--- config.mk ---
export PLATFORM = sky130hd
export DESIGN_NAME = pow2_shift_scanner
export DESIGN_NICKNAME = d
export VERILOG_FILES = /design/src/rtl/pow2_pkg.sv /design/src/rtl/pow2_shift_scanner.sv
export SDC_FILE = /design/constraint.sdc
export NUM_CORES = 1
export LEC_CHECK = 0
export BUFFER_PORTS_ARGS = -buffer_cell sky130_fd_sc_hd__buf_2
export CAP_MARGIN = 20
export CORE_MARGIN = 8
export CORE_UTILIZATION = 44
export DETAILED_ROUTE_END_ITERATION = 16
export GPL_TIMING_DRIVEN = 1
export PLACE_DENSITY = 0.74
export SLEW_MARGIN = 15
export SYNTH_ARGS = -nofsm -noshare
export SYNTH_HDL_FRONTEND = slang
export SYNTH_SLANG_ARGS = --single-unit
--- constraint.sdc ---
create_clock -name clk -period 2.4 [get_ports clk]
set_input_delay 0.12 -clock clk [delete_from_list [all_inputs] [get_ports clk]]
set_output_delay 0.12 -clock clk [all_outputs]
set_load 0.03 [all_outputs]
--- src/rtl/pow2_pkg.sv ---
// pow2_pkg: shared definitions for the bit-serial power-of-two checker.
//   state_e      FSM encoding (IDLE, SCAN, DONE)
//   ONES_SAT     saturation value of the ones counter
//   pow2_clog2   ceil(log2(v)) helper used to size the exponent
package pow2_pkg;

    typedef enum logic [1:0] {
        IDLE = 2'd0,
        SCAN = 2'd1,
        DONE = 2'd2
    } state_e;

    localparam logic [1:0] ONES_SAT = 2'd2;

    // Constant-evaluable ceil(log2(v)); v >= 2 in all legal uses.
    function automatic int unsigned pow2_clog2(input int unsigned v);
        int unsigned r;
        int unsigned x;
        r = 0;
        x = v - 1;
        while (x > 0) begin
            r = r + 1;
            x = x >> 1;
        end
        return r;
    endfunction

endpackage

--- src/rtl/pow2_shift_scanner.sv ---
// pow2_shift_scanner: LSB-first datapath for the power-of-two checker.
// Holds the shift register, bit index, saturating ones counter and the
// index of the first set bit.
//   clk, reset        clock, synchronous active-high reset
//   i_load, i_data    load a new word (clears index, ones, exponent)
//   i_en              examine bit 0 and advance one position
//   o_last_bit_c      the bit being examined this cycle is bit W-1
//   o_second_one_c    this cycle's bit is the second set bit seen
//   o_ones_nxt_c      ones count including this cycle's bit
//   o_exp_nxt_c       first-set-bit index including this cycle's bit
module pow2_shift_scanner
    import pow2_pkg::*;
#(
    parameter int unsigned W  = 8,
    parameter int unsigned EW = pow2_clog2(W)
) (
    input  logic          clk,
    input  logic          reset,
    input  logic          i_load,
    input  logic          i_en,
    input  logic [W-1:0]  i_data,
    output logic          o_last_bit_c,
    output logic          o_second_one_c,
    output logic [1:0]    o_ones_nxt_c,
    output logic [EW-1:0] o_exp_nxt_c
);

    logic [W-1:0]  r_shift;
    logic [EW-1:0] r_idx;
    logic [1:0]    r_ones;
    logic [EW-1:0] r_exp;
    logic          w_bit;

    assign w_bit = r_shift[0];

    // Look-ahead values so the FSM can decide on the same edge the bit is consumed.
    always_comb begin
        o_last_bit_c   = i_en && (r_idx == EW'(W - 1));
        o_second_one_c = i_en && w_bit && (r_ones == (ONES_SAT - 2'd1));
        o_ones_nxt_c   = r_ones;
        o_exp_nxt_c    = r_exp;
        if (w_bit && (r_ones != ONES_SAT)) begin
            o_ones_nxt_c = r_ones + 2'd1;
        end
        if (w_bit && (r_ones == 2'd0)) begin
            o_exp_nxt_c = r_idx;
        end
    end

    // Datapath registers.
    always_ff @(posedge clk) begin
        if (reset) begin
            r_shift <= '0;
            r_idx   <= '0;
            r_ones  <= '0;
            r_exp   <= '0;
        end else if (i_load) begin
            r_shift <= i_data;
            r_idx   <= '0;
            r_ones  <= '0;
            r_exp   <= '0;
        end else if (i_en) begin
            r_shift <= r_shift >> 1;
            r_idx   <= r_idx + EW'(1);
            r_ones  <= o_ones_nxt_c;
            r_exp   <= o_exp_nxt_c;
        end
    end

endmodule

# Word level (Yosys, flattened, before mapping)
# Cells that the tools add are included.
dict set report classes {
  reduce_logical 8
  n_eq_ne 3
  muxes 4
  addsub 2
}
# operator n
set ops {}
lappend ops {{two-way mux 8 bit} 2}
lappend ops {{logical AND 1 bit} 5}
lappend ops {{adder 3 x 1 -> 3 bit (second input constant)} 1}
lappend ops {{equality test 3 bit (second input constant)} 1}
lappend ops {{two-way mux 3 bit} 1}
lappend ops {{adder 2 x 1 -> 2 bit (second input constant)} 1}
lappend ops {{equality test 2 x 1 -> 1 bit (second input constant)} 1}
lappend ops {{zero test 2 bit} 1}
lappend ops {{two-way mux 2 bit} 1}
lappend ops {{!= test 2 bit (second input constant)} 1}
lappend ops {{nonzero test 2 bit} 1}
lappend ops {{OR reduction 2 bit} 1}
dict set report totals {
  out_inout_bits 7
  inputBits 12
  regBits 16
  word_cells 21
}

# Logic depth before layout (Yosys ltp)
# Gate-level depths: netlist (run 1).
dict set report logic_depth {
  word_depth 3
  mapped_depth 4
  mapped_depth_nobuf 4
}

# Least setup slack after synthesis (run 1)
# No wires, ideal clock.
dict set report synth_path {
  kind {flip-flop to output port}
  startpoint {reg r_ones[0]}
  endpoint {out o_ones_nxt_c[1]}
  path_stages_with_launch 5
  t_required_ps 2280
  t_arrival_ps 1223
  n_path_buf 0
  slack_ps 1057
  cell_sequence {dfxtp_1 inv_1 ha_1 nor2b_1 mux2_2}
}
dict set report synth_between {
  elab_chain_len 3
  elab_cells_between_ends 4
  classes_between {1 x add/sub; 1 x eq/ne; 1 x mux; 1 x reduce/logical}
}
# element line_no
set synth_rtl {}
lappend synth_rtl {{start: declaration} pow2_shift_scanner.sv:30} ;# logic [1:0] r_ones;
lappend synth_rtl {{start signal: assignment} pow2_shift_scanner.sv:65} ;# r_ones <= o_ones_nxt_c;
lappend synth_rtl {{branches (longest 2 deep; another with adder 2 x 1 -> 2 bit)} n/a}
lappend synth_rtl {{two-way mux 2 bit (*)} pow2_shift_scanner.sv:42} ;# if (w_bit && (r_ones != ONES_SAT)) begin
lappend synth_rtl {{end: declaration} pow2_shift_scanner.sv:24} ;# output logic [1:0] o_ones_nxt_c,
# Every way passes the cells marked *.

# Worst setup path after layout (run 1)
# Ends and elaborated chain as after synthesis.

==> metrics, run 1 <==
Leak Pwr=0.453 nW; cell-internal power=0.401 mW; total power=0.530 mW; post-synthesis cell count=86; worst setup path category=register to output port; Port Buf Inserts=18; number of nets still failing antenna checks after routing=0; gpl congestion=0.718; worst vdd rail ir drop=0.262 mV; largest net degree at the start of global routing=24; Critical Path RT=2.28 ns; Flop pwr share=0.535; Fin Setup TNS=0 ns; Hold Crit Class=input port to register; CTS sink cnt=16; initial antenna violation count=0; #FFs+latches synth=16; Synth Warn #=0; DIE AREA=3780 um^2; Layout Utilization=0.518; Residual DRC=0; Remaining Overflow, GRT=0; number of flops mapped to enable cells by yosys=0; DR WL/cell=12.9 um; clock latency on the worst-skew pair=0.28 ns; CTS tree=yes; # IOs=19; share of the synthesized area in the top cell type=0.352; Clk pwr share=0.332; half-perimeter wire length after placement=1230 um; flop2flop setup slack=1.04 ns; Max Clock Skew=0.00233 ns; TritonCTS Buffers=3; final hold viol count=0; Crit. End Element=output port; Mapped Nets=103; Post-synth top cells=dfxtp_1 (16), mux2i_1 (9), nor3b_1 (9); Max-cap violations=0; leading area contributor after synthesis=dfxtp_1; Slew Limit Fails=0; layout cell share with drive strength beyond 1=0.333; clk buf depth=2; Die H=61.5 um; Sw Pwr=0.129 mW; Area contributors post-synth=dfxtp_1 (35%), mux2i_1 (9.9%), mux2_2 (8.7%), nor3b_1 (7.4%), ha_1 (6.9%); CORE AREA=1960 um^2; drt total wl=1660 um; post-synth cell types=22; layout overhead on the synthesized area=11.7%; vias in the first global route=652; dpl ws=0.881 ns; Fill cells=196; Max Clock Freq=550 MHz; PostCTS Resize Cnt=0; gr usage total=0.0961; Cell Pwr Density=522 nW/um^2; DR pass1 iterations=4; area of the mapped netlist=910 um^2; outcome=finished clean; ys async rst share=0; Seq/Total Area, Yosys=0.352; # hold bufs at CTS=0; H-tree levels=1; Final setup viols=0; NumNets Final=120; row count=16; first-pass GRT wire length=2760 um; CP Data Arrival Time=1.70 ns; post-CTS setup buffer count=0; final setup margin=0.581 ns; number of diodes=0; Reg clk slew, reported paths=0.09 ns; combinational power share=0.132; startpoint class of the critical path=register; Root Buffer=clkbuf_4; Slew HR=0.749; Final period util=0.758; top_reg_cell synth=dfxtp_1; vias per cell=5.08; die width=61.5 um; crit path max fanout=4; most frequent cell after synthesis=dfxtp_1; sw frac=0.244; syn avg cell area=10.6 um^2; via count=655; Slew @ Worst Pin=0.376 ns; Starting Density=0.464; 1st-iter DRT viols=10; RSZ-0062 raised after global routing=no; Final min period=1.82 ns
## critical path: stages, from the launching register on
cell and delay [ns]:
dfxtp_1 0.38, inv_1 0.10, ha_1 0.22, nor2b_1 0.19
mux2_2 0.36, buf_2 0.18
## layout make-up
type,count,area (um^2),area share
Multi-Input combinational cell,61,524,0.516
Timing Repair Buffer,18,90.1,0.0887
Inverter,3,11.3,0.0111
Tap cell,27,33.8,0.0333
Clock buffer,4,36.3,0.0357
Sequential cell,16,320,0.315
## power by group through the flow
stage	clock (mW)	sequential (mW)	combinational, mW
floorplan	0	0.288	0.0592
global placement	0	0.290	0.0688
detailed placement	0	0.290	0.0706
CTS	0.183	0.284	0.0710
global route	0.189	0.286	0.0780
finish	0.176	0.284	0.0702
## layout by cell type (no fill, tap or decap)
master and count:
nor3_1 4, a211oi_1 7, inv_1 3, ha_1 5, clkbuf_4 3, and3b_2 1, and3_1 1, nor3b_1 9
mux2_2 7, and3_2 1, buf_2 18, xnor2_1 2, nor2b_1 8, or3b_1 1, dfxtp_1 16, mux2_4 2
nand2_1 2, and2_1 1, clkbuf_8 1, a21oi_2 1, mux2i_1 9
## metrics by stage
stage          instances  cell area, um^2  hold WS (ns)
2_1_floorplan         86              910         0.271
3_3_place_gp         125              980         0.381
3_5_place_dp         125              980         0.383
4_1_cts              129             1020        0.0660
5_1_grt              129             1020        0.0711
6_report             129             1020        0.0783
## worst paths after layout
check | from | to | depth (start not counted)
worst min register to register | r_idx[1] | r_idx[1] | 2
worst min-delay path | i_data[7] | r_shift[7] | 3
worst max register to register | r_ones[0] | r_ones[0] | 4
worst max-delay path | r_ones[0] | o_ones_nxt_c[1] | 5
## layer usage
metal  vias to the layer above  global-route usage  wire length [um]
met5                         -                   0                 0
met4                         0              0.0682                42
met3                         4              0.0167                63
met2                        11               0.154               802
met1                       300               0.113               754
li1                        340                   -                 -
## state kept, by name, indices dropped and copies added, names as in the netlist
signal   flops
r_exp        3
r_idx        3
r_ones       2
r_shift      8
## kinds of logic after synthesis
logic type	share of synthesized area
muxes	0.219
DFF	0.352
buffers and inverters	0.0715
AOI/OAI and AO/OA	0.0674
adders and majority gates	0.0688
xor gates and xnor gates	0.0193
and+or+nand+nor	0.202
Power figures use the tool's default switching activity.
==> run 2: changes to the inputs <==
Clock period 2.4 ns to 1.9 ns, I/O delays scaled along.
==> run 2 against run 1 <==
Net effect: cell count did not move; wire length rose by 0.60%; via count did not move; count of clock-buffer cells in the layout did not move; largest power group unchanged.
==> metrics, run 2 (same netlist as run 1, synthesis figures left out) <==
Slew @ Worst Pin=0.376 ns (-0.0000570 ns); Leak Pwr=0.453 nW (+0.11%); CORE AREA=1960 um^2 (unchanged); Crit. End Element=output port; 1st-iter DRT viols=13 (+3); Reg clk slew, reported paths=0.09 ns (about the same); Top reg by flops=r_shift; Fin Setup TNS=0 ns (unchanged); layout overhead on the synthesized area=12.0%; CTS tree=yes; Final period util=0.925; row count=16 (unchanged); DR pass1 iterations=4 (unchanged); Cell Area, Placed=980 um^2 (unchanged); vias per cell=5.08 (unchanged); WHS=0.0533 ns (-0.0250 ns); number of diodes=0 (unchanged); Remaining Overflow, GRT=0 (unchanged); Slew Limit Fails=0 (unchanged); CP Launch Point=r_ones[0]; max reg flops=8 (unchanged); clk buf depth=2 (unchanged); min-delay src=i_data[7]; startpoint class of the critical path=register; first-pass GRT wire length=2760 um (unchanged); largest net degree at the start of global routing=24 (unchanged); initial antenna violation count=0 (unchanged); DIE AREA=3780 um^2 (unchanged); gr usage total=0.0961 (unchanged); half-perimeter wire length after placement=1230 um (unchanged); Cell Pwr Density=658 nW/um^2 (+26%); number of nets still failing antenna checks after routing=0 (unchanged); layout cell share with drive strength beyond 1=0.343 (+0.00980); final hold viol count=0 (unchanged); Slew HR=0.749 (about the same); commonest non-fill, non-tap cell in the layout=buf_2; Final Instance Area=1020 um^2 (+0.25%); Hold Crit Class=input port to register; worst setup path category=register to output port; Max-cap violations=0 (unchanged); Max Clock Skew=0.00233 ns (+0.0000000300 ns); crit path max fanout=4 (unchanged); biggest regs=r_shift x8, r_exp x3, r_idx x3; Worst R2R Start=r_ones[0]; Layout Utilization=0.519 (+0.00128); Critical Path RT=1.80 ns (-0.48 ns); CP Data Arrival Time=1.66 ns (-0.04 ns); Final min period=1.76 ns; outcome=finished clean; DR WL/cell=13.0 um (+0.60%); worst setup path endpoint=o_ones_nxt_c[1]; Root Buffer=clkbuf_4; Die H=61.5 um (unchanged); Final setup viols=0 (unchanged); Fill cells=195 (-0.51%); # IOs=19 (unchanged); worst vdd rail ir drop=0.331 mV (+26%); NumNets Final=120 (unchanged); vias in the first global route=652 (unchanged); gpl congestion=0.718 (about the same); Port Buf Inserts=18 (unchanged); die width=61.5 um (unchanged); CTS sink cnt=16 (unchanged); flop2flop setup slack=0.53 ns (-0.51 ns); H-tree levels=1 (unchanged); Starting Density=0.464 (unchanged); via count=655 (unchanged); clock latency on the worst-skew pair=0.28 ns (about the same); drt total wl=1670 um (+0.60%); RSZ-0062 raised after global routing=no; most frequent cells in the layout=buf_2 (18), dfxtp_1 (16), mux2i_1 (9), nor3b_1 (9); Max Clock Freq=569 MHz; Residual DRC=0 (unchanged); FF-to-FF End=r_ones[0]; R2R depth=4 (unchanged); # hold bufs at CTS=0 (unchanged); TritonCTS Buffers=3 (unchanged)
-- run 2: worst min-delay path by stage --
stage	slack [ns]	cells past startpoint	endpoint
2_1_floorplan	0.25	2	r_shift[7]
3_3_place_gp	0.36	3	r_shift[7]
3_5_place_dp	0.36	3	r_shift[7]
4_1_cts	0.04	3	r_shift[7]
5_1_grt	0.05	3	r_shift[7]
6_report	0.05	3	r_shift[7]
-- run 2: metrics by stage --
step                      instances  setup slack, ns  power, mW
after floorplan                  86            0.582      0.438
after global placement          125            0.483      0.453
after detailed placement        125            0.406      0.456
after CTS                       129           0.0727      0.679
after global routing            129           0.0444      0.698
final                           129            0.143      0.670
-- run 2: what timing repair did --
action                     4_1_cts  5_1_grt
setup endpoints to repair        0        1
gates resized for setup          0        1
buffers inserted                 0        0
-- run 2: layout make-up --
cell class	instances	area (um^2)	area share
Multi-Input combinational cell	61	527	0.517
Inverter	3	11.3	0.0111
Tap cell	27	33.8	0.0332
Clock buffer	4	36.3	0.0356
Sequential cell	16	320	0.314
Timing Repair Buffer	18	90.1	0.0885
-- run 2: worst max-delay path, cell delays in order (launching register included) --
cell,delay (ns)
dfxtp_1,0.38
inv_1,0.10
ha_1,0.23
nor2b_2,0.15
mux2_2,0.35
buf_2,0.18
-- run 2: where the power goes --
part	internal, mW	total, mW	switching [mW]
clock network	0.117	0.223	0.106
logic	0.0407	0.0891	0.0484
registers	0.349	0.358	0.00914
-- run 2: per-layer routing --
| layer | vias to the layer above | GRT usage | part of all wire |
|---|---|---|---|
| met2 | 11 | 0.154 | 0.48 |
| met3 | 4 | 0.0167 | 0.038 |
| met1 | 300 | 0.113 | 0.46 |
| met4 | 0 | 0.0682 | 0.025 |
| li1 | 340 | - | - |
| met5 | - | 0 | 0 |
==> run 3: changes to the inputs <==
Settings changed: PLACE_DENSITY 0.74 to 0.64, TNS_END_PERCENT from default to 10.
==> run 3 against run 2 <==
Net effect: via count increased by 2.0%; setup slack got worse by 0.019 ns; clock skew decreased by 0.0011 ns; wire length increased by 0.24%; non-clock buffer count unchanged; design area unchanged; count of clock-buffer cells in the layout unchanged; clock power about the same; sequential power about the same; total power increased by 0.42%; critical path depth unchanged; die area unchanged.
==> metrics, run 3 (same netlist as run 1, synthesis figures left out) <==
outcome=finished clean; Crit. End Element=output port; Critical Path RT=1.80 ns (about the same); gr usage total=0.0997 (+0.00356); vias per cell=5.18 (+2.0%); combinational power share=0.133 (about the same); first-pass GRT wire length=2900 um (+5.2%); DIE AREA=3780 um^2 (unchanged); most frequent cells in the layout=buf_2 (18), dfxtp_1 (16), mux2i_1 (9), nor3b_1 (9); DR WL/cell=13.0 um (+0.24%); Top reg by flops=r_shift; Flop pwr share=0.533 (-0.002); Remaining Overflow, GRT=0 (unchanged); layout cell share with drive strength beyond 1=0.343 (unchanged); Clk pwr share=0.334 (+0.002); DR pass1 iterations=2 (-2); Worst R2R Start=r_ones[0]; 1st-iter DRT viols=3 (-10); clock latency on the worst-skew pair=0.28 ns (about the same); H-tree levels=1 (unchanged); drt total wl=1680 um (+0.24%); CTS sink cnt=16 (unchanged); via count=668 (+2.0%); worst setup path category=register to output port; Hold Path Depth=3 (unchanged); worst vdd rail ir drop=0.620 mV (+87%); Final Instance Area=1020 um^2 (unchanged); largest net degree at the start of global routing=24 (unchanged); Cell Area, Placed=980 um^2 (unchanged); half-perimeter wire length after placement=1190 um (-3.7%); Final min period=1.78 ns (+0.0192 ns); max reg flops=8 (unchanged); RSZ-0062 raised after global routing=no; Sw Pwr=0.166 mW (+1.9%); crit path max fanout=4 (unchanged); Fill cells=219 (+12%); startpoint class of the critical path=register; Leak Pwr=0.453 nW (unchanged); Cell Pwr Density=661 nW/um^2 (+0.42%); layout overhead on the synthesized area=12.0% (unchanged); Slew HR=0.748 (-0.000888); Fin Setup TNS=0 ns (unchanged); # hold bufs at CTS=0 (unchanged); Final period util=0.935 (+0.0101); row count=16 (unchanged); number of diodes=0 (unchanged); Max-cap violations=0 (unchanged); Storage cell area=320 um^2 (unchanged); die width=61.5 um (unchanged); Final setup viols=0 (unchanged); number of nets still failing antenna checks after routing=0 (unchanged); Multi-input gate area=527 um^2 (unchanged); commonest non-fill, non-tap cell in the layout=buf_2; Port Buf Inserts=18 (unchanged); # IOs=19 (unchanged); Die H=61.5 um (unchanged); CORE AREA=1960 um^2 (unchanged); Hold Crit Class=input port to register; cell-internal power=0.507 mW (about the same); gpl congestion=0.706 (-1.6%); destination of the worst hold path=r_shift[7]; Max Clock Freq=563 MHz (-1.1%); TritonCTS Buffers=3 (unchanged); Root Buffer=clkbuf_4; clk buf depth=2 (unchanged); R2R depth=4 (unchanged); min-delay src=i_data[7]; fin cells=129 (unchanged); Residual DRC=0 (unchanged); Reg clk slew, reported paths=0.10 ns (about the same); total power=0.673 mW (+0.42%); biggest regs=r_shift x8, r_exp x3, r_idx x3; initial antenna violation count=0 (unchanged); FF-to-FF End=r_ones[0]; NumNets Final=120 (unchanged); final hold viol count=0 (unchanged); WHS=0.0571 ns (+0.00374 ns); CP Data Arrival Time=1.68 ns (+0.02 ns); Starting Density=0.464 (unchanged); flop2flop setup slack=0.52 ns (about the same); Slew Limit Fails=0 (unchanged); sw frac=0.247 (+0.00352); post-placement cell count=125 (unchanged); vias in the first global route=654 (+0.31%); Max Clock Skew=0.00121 ns (-0.00112 ns); Slew @ Worst Pin=0.377 ns (+0.00133 ns); CTS tree=yes
run 3: how the worst max path moves through the flow:
stage,slack (ns),endpoint,start,cells after the start
after floorplan,0.58,o_ones_nxt_c[1],r_ones[0],4
final,0.12,o_ones_nxt_c[1],r_ones[0],5
after CTS,0.07,o_ones_nxt_c[1],r_ones[0],5
after global placement,0.48,o_ones_nxt_c[1],r_ones[0],5
after global routing,0.02,o_ones_nxt_c[1],r_ones[0],5
after detailed placement,0.40,o_ones_nxt_c[1],r_ones[0],5
run 3: per-stage QoR:
stage	util	setup slack [ns]
after floorplan	-	0.582
after global placement	0.499	0.477
after detailed placement	0.499	0.396
after CTS	0.518	0.0739
after global routing	0.519	0.0204
final	0.519	0.124
run 3: power by group through the flow:
stage | combinational (mW) | sequential, mW | clock [mW]
2_1_floorplan | 0.0748 | 0.364 | 0
3_3_place_gp | 0.0878 | 0.366 | 0
3_5_place_dp | 0.0893 | 0.366 | 0
4_1_cts | 0.0899 | 0.359 | 0.236
5_1_grt | 0.0993 | 0.361 | 0.250
6_report | 0.0892 | 0.359 | 0.225
run 3: per-layer routing:
layer | wire, um | track usage | up-vias
met4 | 10 | 0.0292 | 0
met3 | 95 | 0.0271 | 2
met1 | 771 | 0.127 | 321
li1 | - | - | 336
met5 | 0 | 0 | -
met2 | 800 | 0.160 | 9
run 3: timing repair:
action                                  4_1_cts  5_1_grt
gates resized for setup                       0        1
endpoints found under the setup margin        0        1
buffers inserted                              0        0
run 3: area by class of cell:
class	count	share of cell area
multi-input cells	61	0.517
flip-flops and latches	16	0.314
repair buffers	18	0.0885
clock buffers	4	0.0356
well taps	27	0.0332
inverters	3	0.0111
run 3: worst max-delay path, stage by stage, from the launching register on:
cell     delay (ns)
dfxtp_1        0.38
inv_1          0.10
ha_1           0.23
nor2b_2        0.16
mux2_2         0.35
buf_2          0.18
